`config.mk`:
```
export PLATFORM = sky130hd
export DESIGN_NAME = apod_sum_flat
export DESIGN_NICKNAME = d
export VERILOG_FILES = /design/src/rtl/apod_sum_if.sv /design/src/rtl/apod_sum.sv /design/src/flat_wrapper.sv
export SDC_FILE = /design/constraint.sdc
export NUM_CORES = 1
export LEC_CHECK = 0
export CORE_UTILIZATION = 40
export DETAILED_ROUTE_END_ITERATION = 7
export MAX_ROUTING_LAYER = met4
export PLACE_DENSITY = 0.58
export SKIP_LAST_GASP = 1
export SLEW_MARGIN = 20
export SYNTH_ARGS = -nofsm -noshare
export SYNTH_HDL_FRONTEND = slang
export SYNTH_SLANG_ARGS = --single-unit
```
`constraint.sdc`:
```
create_clock -name clk -period 6.9 [get_ports clk]
set_input_delay 1.38 -clock clk [delete_from_list [all_inputs] [get_ports clk]]
set_output_delay 1.38 -clock clk [all_outputs]
set_load 0.05 [all_outputs]
```
`src/rtl/apod_sum_if.sv`:
```
// Frame, weight-write and result handshake bundle for apod_sum.
interface apod_sum_if #(
    parameter int DATA_WIDTH   = 16,
    parameter int NUM_CHANNELS = 16,
    parameter int WEIGHT_WIDTH = 8
);
    localparam int CW = $clog2(NUM_CHANNELS);

    logic [NUM_CHANNELS*DATA_WIDTH-1:0] din_flat;
    logic                               in_valid;
    logic                               in_ready;
    logic                               weight_we;
    logic [CW-1:0]                      weight_addr;
    logic [WEIGHT_WIDTH-1:0]            weight_data;
    logic [DATA_WIDTH-1:0]              dout;
    logic                               out_valid;
    logic                               out_ready;

    modport master (
        output din_flat, in_valid, weight_we, weight_addr, weight_data, out_ready,
        input  in_ready, dout, out_valid
    );

    modport slave (
        input  din_flat, in_valid, weight_we, weight_addr, weight_data, out_ready,
        output in_ready, dout, out_valid
    );
endinterface

```
`src/rtl/apod_sum.sv`:
```
// Apodized delay-and-sum: latches one frame, weights each channel, sums
// serially one channel per clock and emits one scaled sample per frame.
//
// state  | meaning
// -------+-------------------------------------------------------------
// IDLE   | ready for a frame; weight writes accepted
// ACCUM  | acc += sample[ch] * weight[ch], one channel per cycle
// OUTPUT | dout held with out_valid high until out_ready
module apod_sum #(
    parameter int DATA_WIDTH   = 16,
    parameter int NUM_CHANNELS = 16,
    parameter int WEIGHT_WIDTH = 8
) (
    input  logic       clk,
    input  logic       reset,
    apod_sum_if.slave  bus,
    output logic       busy
);
    localparam int CW        = $clog2(NUM_CHANNELS);
    localparam int SHIFT     = WEIGHT_WIDTH + CW;
    localparam int ACC_WIDTH = DATA_WIDTH + WEIGHT_WIDTH + CW + 1;

    typedef enum logic [1:0] {
        IDLE   = 2'd0,
        ACCUM  = 2'd1,
        OUTPUT = 2'd2
    } state_t;

    state_t                        state_q, state_d;
    logic [CW-1:0]                 ch_q, ch_d;
    logic signed [ACC_WIDTH-1:0]   acc_q, acc_d;
    logic [DATA_WIDTH-1:0]         dout_q, dout_d;
    logic [DATA_WIDTH-1:0]         samp_q [NUM_CHANNELS];
    logic [DATA_WIDTH-1:0]         samp_d [NUM_CHANNELS];
    logic [WEIGHT_WIDTH-1:0]       wt_q   [NUM_CHANNELS];
    logic [WEIGHT_WIDTH-1:0]       wt_d   [NUM_CHANNELS];

    logic [DATA_WIDTH-1:0]         cur_samp;
    logic [WEIGHT_WIDTH-1:0]       cur_wt;
    logic signed [ACC_WIDTH-1:0]   samp_ext;
    logic signed [ACC_WIDTH-1:0]   wt_ext;
    logic signed [ACC_WIDTH-1:0]   prod;
    logic signed [ACC_WIDTH-1:0]   sum;

    // Current channel's weighted term; the product fits ACC_WIDTH exactly,
    // so the truncated full-width multiply yields the exact signed product.
    always_comb begin
        cur_samp = samp_q[ch_q];
        cur_wt   = wt_q[ch_q];
        samp_ext = {{(ACC_WIDTH-DATA_WIDTH){cur_samp[DATA_WIDTH-1]}}, cur_samp};
        wt_ext   = {{(ACC_WIDTH-WEIGHT_WIDTH){1'b0}}, cur_wt};
        prod     = samp_ext * wt_ext;
        sum      = acc_q + prod;
    end

    // Next-state logic for the sequencer, datapath registers and weights.
    always_comb begin
        state_d = state_q;
        ch_d    = ch_q;
        acc_d   = acc_q;
        dout_d  = dout_q;
        samp_d  = samp_q;
        wt_d    = wt_q;
        unique case (state_q)
            IDLE: begin
                if (bus.weight_we) begin
                    wt_d[bus.weight_addr] = bus.weight_data;
                end
                if (bus.in_valid) begin
                    for (int i = 0; i < NUM_CHANNELS; i++) begin
                        samp_d[i] = bus.din_flat[(i+1)*DATA_WIDTH-1 -: DATA_WIDTH];
                    end
                    acc_d   = '0;
                    ch_d    = '0;
                    state_d = ACCUM;
                end
            end
            ACCUM: begin
                acc_d = sum;
                ch_d  = ch_q + CW'(1);
                if (ch_q == CW'(NUM_CHANNELS-1)) begin
                    // Bit-select of the sum is the arithmetic shift, floored.
                    dout_d  = sum[SHIFT +: DATA_WIDTH];
                    state_d = OUTPUT;
                end
            end
            OUTPUT: begin
                if (bus.out_ready) begin
                    state_d = IDLE;
                end
            end
            default: state_d = IDLE;
        endcase
    end

    // State and datapath registers; reset aborts any frame in flight.
    always_ff @(posedge clk or negedge reset) begin
        if (!reset) begin
            state_q <= IDLE;
            ch_q    <= '0;
            acc_q   <= '0;
            dout_q  <= '0;
            for (int i = 0; i < NUM_CHANNELS; i++) begin
                samp_q[i] <= '0;
                wt_q[i]   <= '1;
            end
        end else begin
            state_q <= state_d;
            ch_q    <= ch_d;
            acc_q   <= acc_d;
            dout_q  <= dout_d;
            samp_q  <= samp_d;
            wt_q    <= wt_d;
        end
    end

    // Handshake outputs decoded from the state; in_ready is gated by reset.
    always_comb begin
        bus.in_ready  = (state_q == IDLE) && reset;
        bus.out_valid = (state_q == OUTPUT);
        bus.dout      = dout_q;
        busy          = (state_q != IDLE);
    end
endmodule

```
`src/flat_wrapper.sv`:
```
// flat-port wrapper written by rule: the top's interface ports become plain ports
module apod_sum_flat 
#(
    parameter int DATA_WIDTH   = 16,
    parameter int NUM_CHANNELS = 16,
    parameter int WEIGHT_WIDTH = 8
)
  (clk, reset, busy, bus_din_flat, bus_in_valid, bus_weight_we, bus_weight_addr, bus_weight_data, bus_out_ready, bus_in_ready, bus_dout, bus_out_valid);
  apod_sum_if #(.DATA_WIDTH(DATA_WIDTH), .NUM_CHANNELS(NUM_CHANNELS), .WEIGHT_WIDTH(WEIGHT_WIDTH)) bus_i ();
  input  logic clk;
  input  logic reset;
  output logic busy;
  input wire logic [$bits(bus_i.din_flat)-1:0] bus_din_flat;
  input wire logic [$bits(bus_i.in_valid)-1:0] bus_in_valid;
  input wire logic [$bits(bus_i.weight_we)-1:0] bus_weight_we;
  input wire logic [$bits(bus_i.weight_addr)-1:0] bus_weight_addr;
  input wire logic [$bits(bus_i.weight_data)-1:0] bus_weight_data;
  input wire logic [$bits(bus_i.out_ready)-1:0] bus_out_ready;
  output wire logic [$bits(bus_i.in_ready)-1:0] bus_in_ready;
  output wire logic [$bits(bus_i.dout)-1:0] bus_dout;
  output wire logic [$bits(bus_i.out_valid)-1:0] bus_out_valid;
  assign bus_i.din_flat = bus_din_flat;
  assign bus_i.in_valid = bus_in_valid;
  assign bus_i.weight_we = bus_weight_we;
  assign bus_i.weight_addr = bus_weight_addr;
  assign bus_i.weight_data = bus_weight_data;
  assign bus_i.out_ready = bus_out_ready;
  assign bus_in_ready = bus_i.in_ready;
  assign bus_dout = bus_i.dout;
  assign bus_out_valid = bus_i.out_valid;
  apod_sum #(.DATA_WIDTH(DATA_WIDTH), .NUM_CHANNELS(NUM_CHANNELS), .WEIGHT_WIDTH(WEIGHT_WIDTH)) u_core (.clk(clk), .reset(reset), .bus(bus_i), .busy(busy));
endmodule
```
**Word level (Yosys, flattened, before mapping)**

Cells that the tools add are included.

- Register bits after elaboration: 435
- Latch bits: 0
- Bits in writable memories: 0
- Memory bits (read-only): 0
- Word-level logic and storage cells: 77
- Memories kept: 0

- Add/sub/neg operators: 2
- $mul: 1
- Div/mod/pow operators: 0
- Order comparisons: 3
- Equal/unequal tests: 6
- Shift-type cells: 0
- Mux-type cells: 17
- Bitwise operators: 2
- Reduce and logical (&&, ||, !) cells: 10

Operators by type and width:

| cell | count |
|---|---|
| $bwmux W128 | 1 |
| $bmux W16 S4 | 1 |
| $pmux W29 S2 | 1 |
| $bmux W8 S4 | 1 |
| $demux W8 S4 | 1 |
| $mux W16 | 2 |
| $add A29 B29 Y29 | 1 |
| $mux W29 | 1 |
| $mul A16 B9 Y25 | 1 |
| $mux W8 | 3 |
| $ge A5 B5 Y1 const B | 2 |
| $not A4 Y5 | 2 |
| $pmux W4 S2 | 1 |
| $reduce_and A2 Y1 | 4 |
| $mux W2 | 3 |
| $pmux W2 S3 | 1 |
| $lt A5 B1 Y1 const B | 1 |
| $add A4 B1 Y4 const B | 1 |
| $eq A4 B4 Y1 const B | 1 |
| $mux W4 | 1 |
| $ne A2 B2 Y1 const B | 2 |
| $reduce_bool A2 Y1 | 2 |
| $reduce_and A3 Y1 | 1 |
| $eq A2 B1 Y1 const B | 1 |
| 4 further kinds | 5 |

**Depth between registers and ports, before layout**

- Word-level depth: 7
- Depth in mapped cells: 36

**Worst setup path after synthesis**

Ideal clock, no wire load.

- Path type: register to register
- From: register u_core.ch_q[0]
- To: register u_core.acc_q[27]
- Setup time: 0.087 ns
- Arrival time: 7.318 ns
- Setup slack: -0.505 ns
- Stages on the path, launching flop included: 36
- Clock period less this slack: 7.405 ns
- Cell sequence: dfrtp_1 > buf_6 > buf_12 > buf_8 > buf_8 > mux2i_1 > a221oi_1 > a21oi_1 > o21ai_2 > buf_6 > nand2_1 > fa_1 > inv_1 > fa_1 > fa_1 > inv_1 > fa_1 > inv_1 > ha_1 > a21o_1 > a21o_1 > a32oi_1 > o21ai_1 > and3b_1 > or3_4 > o31ai_4 > xnor2_1 > ha_1 > nand4_1 > nor3_1 > a311oi_1 > nand2_1 > o31ai_2 > nor3b_1 > mux2i_1 > o211ai_1

- Cells in the longest elaborated chain, start to end: 7
- Elaborated cells between the ends (all ways): 10
- Classes of those cells: add/sub: 1; mul: 1; mux: 7; bitwise: 1

RTL lines:

| what | line | RTL |
|---|---|---|
| from (decl) | apod_sum.sv:30 | `logic [CW-1:0] ch_q, ch_d;` |
| from (signal assigned) | apod_sum.sv:109 | `ch_q <= ch_d;` |
| $not A4 Y5 (implied by the code) (*) | apod_sum.sv:48, apod_sum.sv:49 |  |
| $bmux W16 S4 or $bmux W8 S4 (tied branches) | apod_sum.sv:48, apod_sum.sv:49 |  |
| $mux W16 (implied by the code) or $mux W8 (tied branches) (2 in a row) | apod_sum.sv:48, apod_sum.sv:49 |  |
| $mul A16 B9 Y25 (*) | apod_sum.sv:52 | `prod = samp_ext * wt_ext;` |
| $add A29 B29 Y29 (*) | apod_sum.sv:53 | `sum = acc_q + prod;` |
| $pmux W29 S2 (*) | apod_sum.sv:64 | `unique case (state_q)` |
| to (signal assigned) | apod_sum.sv:101 | `acc_q <= '0;` |
| to (signal assigned) | apod_sum.sv:110 | `acc_q <= acc_d;` |
| to (decl) | apod_sum.sv:31 | `logic signed [ACC_WIDTH-1:0] acc_q, acc_d;` |

Every way passes the cells marked *; elsewhere a longest branch is shown, timed or not. The select of a mux whose other input is x is not followed.
A chain may end at the register's enable or synchronous reset.

**Final worst setup path**

- From: register u_core.ch_q[0]
- To: register u_core.dout_q[14] (netlist: u_core.bus.dout[14])

- Cells in the longest elaborated chain, start to end: 6
- Elaborated cells between the ends (all ways): 11
- Classes of those cells: add/sub: 1; mul: 1; eq/ne: 1; mux: 6; bitwise: 1; reduce/logical: 1

RTL lines:

| what | line | RTL |
|---|---|---|
| $not A4 Y5 (implied by the code) | apod_sum.sv:48, apod_sum.sv:49 |  |
| $bmux W16 S4 or $bmux W8 S4 (tied branches) | apod_sum.sv:48, apod_sum.sv:49 |  |
| $mux W16 (implied by the code) or $mux W8 (tied branches) (2 in a row) | apod_sum.sv:48, apod_sum.sv:49 |  |
| $mul A16 B9 Y25 | apod_sum.sv:52 |  |
| $add A29 B29 Y29 | apod_sum.sv:53 |  |
| to (signal assigned) | apod_sum.sv:111 | `dout_q <= dout_d;` |
| to (decl) | apod_sum.sv:32 | `logic [DATA_WIDTH-1:0] dout_q, dout_d;` |

Parallel ways exist; a longest one is shown, timed or not. The select of a mux whose other input is x is not followed.

==> impl_metrics.yaml <==
run_status:
  run_status: "complete, but fails checks"
  violations: "negative setup slack"
logic_synthesis:
  synth_top_area_share_pct: 29.57
  synth_edf_count: 0
  async_flop_share_pct: 100.0
  synth-simple-area-share_pct: 17.89
  synthFlopType: "dfrtp_1"
  syn_inst: 2589
  ys_seq_area_share_pct: 42.55
  synth_cell_types: 86
  mappedNetlistNets: 3044
  synth_fa_ha_area_share_pct: 11.78
  synth_area_um2: 25900
  synth_top_area_cell: "dfrtp_1"
  synth.mux.area_fraction_pct: 13.93
  synth_top_family_by_area: "simple AND/OR/NAND/NOR gates"
  synth-seq-cells: 434
  syn_area_per_cell_um2: 10.00
  yosys_warnings: 0
  synthXorXnorAreaFrac_pct: 1.676
  synth_area_leaders: "dfrtp_1 (30%), nand2_1 (13%), dfstp_2 (13%)"
  synth-compound-area-share_pct: 7.111
worst_setup_path:
  crit_family: "compound AO/OA/AOI/OAI gates"
  cpPeakStageDelay_ps: 530
  crit_cells: 35
  rrSetupSlack_ps: -640
  path_buf_inv: 8
  rr_startpoint: "u_core.ch_q[0]"
  slowest_stage: "dfrtp_4"
  crit_required_ps: 7360
  worst_r2r_path_depth: 35
  crit_path_frequent_cell: "fa_1"
  critPathKind: "register to register"
  worstPathMaxFanout: 8
  arrival_ps: 8000
  end_kind: "register"
  worst_r2r_endpoint: "u_core.bus.dout[14]"
  critPathLaunchType: "register"
detailed_routing:
  via_per_inst: 5.097
  via_count: 20420
  ant_nets: 0
  dr.first_iter.drc_count: 1216
  wire_per_inst_um: 19.48
  dr.pass1.iters: 5
  drc: 0
  drt-total-wl_mm: 78.02
final_layout:
  fill_cells: 5530
  layout-drive-gt1-share_pct: 30.15
  mostFrequentLayoutCells: "nand2_1 (883), dfrtp_1 (303), clkdlybuf4s50_1 (290)"
  multi_input_area_um2: 14640
  instances_no_fill: 4006
  area_growth_syn_to_layout_pct: 34.82
  layout.area.seq_um2: 11030
  nets: 3573
  final_common_cell: "nand2_1"
cts:
  clk_latency_ps: 610
  cts_tree: "done"
  cts-htree-levels: 2
  cts_buffer_depth: 3
  cts_buffers: 48
  clock-sinks: 434
  clkSlewWorstSetupHoldPaths_ps: 60
  cts_root_buffer: "clkbuf_16"
  cts_hold_buffers: 0
hold_path:
  hold_path_depth: 2
  min_to: "u_core.samp_q[63]"
  worst_hold_path_type: "register to register"
  min-delay-start: "u_core.samp_q[63]"
sta:
  setup-violations-final: 29
  final.setup_skew_ps: 21.26
  tns_ps: -13070
  holdWs_ps: 469.6
  worst_slack_ps: -642.2
  min_period_ps: 7542
  fmax_mhz: 132.6
  grt_setup_unrepaired: "yes"
  final_hold_viol_count: 0
  tightest_slew_ps: 1016
  relSlewSlack_pct: 32.02
  drv_slew: 0
  period_share_pct: 109.3
place:
  gp_congestion: 0.9138
  dpl.cell_count: 3848
  port_buffers: 291
  hpwl_mm: 57.40
global_routing:
  antenna_found_initial: 4
  grt_pass1_vias: 21710
  track_usage_pct: 24.68
  grt_overflow_total: 0
  grt_max_degree: 203
  grt_pass1_wl_mm: 122.9
die:
  die_x_um: 256.5
  ios: 292
  rows: 92
  die_area_um2: 65770
  die_y_um: 256.5
  core_area_um2: 63540
  initial_core_util_pct: 40.76
flow_run:
  maxCapViolCount: 0
==> worst register-to-register path, delay by kind of cell (launching register included) <==
kind | cells | cell delay (ps)
AOI/OAI and AO/OA | 15 | 2700
xor gates and xnor gates | 2 | 340
adders and majority gates | 6 | 2530
buffers and inverters | 8 | 970
DFF | 1 | 530
muxes | 1 | 130
and+or+nand+nor | 3 | 220
==> logic make-up after synthesis <==
logic type	count (synthesis)
xor gates and xnor gates	47
buffers and inverters	292
muxes	252
adders and majority gates	182
DFF	434
and+or+nand+nor	1116
AOI/OAI and AO/OA	266
==> sequential cells by signal (all words and copies together) (netlist names) <==
signal	flops
u_core.samp_q	256
u_core.wt_q	128
u_core.acc_q	28
u_core.bus.dout	16
u_core.ch_q	4
u_core.state_q	2
==> what timing repair did <==
action | in CTS | in global routing
resized for setup | 179 | 65
pin swaps | 99 | 53
endpoints found under the setup margin | 35 | 35
buffers inserted | 54 | 13
cloned | 5 | 1
==> synthesized netlist by cell type, types with 59 or more instances <==
master and n:
clkbuf_1 89, ha_1 79, fa_1 103, dfrtp_1 306, mux2_2 131, inv_1 159, mux4_2 66, and2_1 82
o21ai_0 60, dfstp_2 128, nand2_1 903, a21oi_1 59
==> stage by stage <==
| step | setup slack (ps) | area (um2) | util [%] |
|---|---|---|---|
| floorplan | -206.6 | 26040 | - |
| detailed placement | -1165 | 31440 | 49.48 |
| global placement | -1091 | 31440 | 49.48 |
| global route | -949.7 | 34920 | 54.95 |
| finish | -642.2 | 34920 | 54.95 |
| CTS | -635.4 | 34490 | 54.28 |
==> worst max-delay path by stage <==
stage	start	endpoint	slack (ps)
after detailed placement	u_core.ch_q[0]	u_core.acc_q[26]	-1160
after floorplan	u_core.ch_q[0]	u_core.bus.dout[14]	-210
final	u_core.ch_q[0]	u_core.bus.dout[14]	-640
after global routing	u_core.ch_q[0]	u_core.acc_q[27]	-950
after CTS	u_core.ch_q[0]	u_core.bus.dout[14]	-640
after global placement	u_core.ch_q[0]	u_core.acc_q[26]	-1090
==> cell type report <==
type	instances	share of cell area [%]
flip-flops and latches	434	31.59
repair buffers	611	16.92
clock buffers	74	4.210
multi-input cells	1863	41.91
inverters	160	1.720
well taps	846	3.032
diodes	2	0.01433
clock inverters	16	0.6020
==> routing by layer <==
layer	GRT usage (%)	wire, um
met4	6.167	1889
met1	31.98	33900
met2	40.21	37960
met3	4.211	4271
met5	-	0
Power is not shown: default switching activity piles up to over one toggle a cycle in this logic, so the estimate is an artifact.
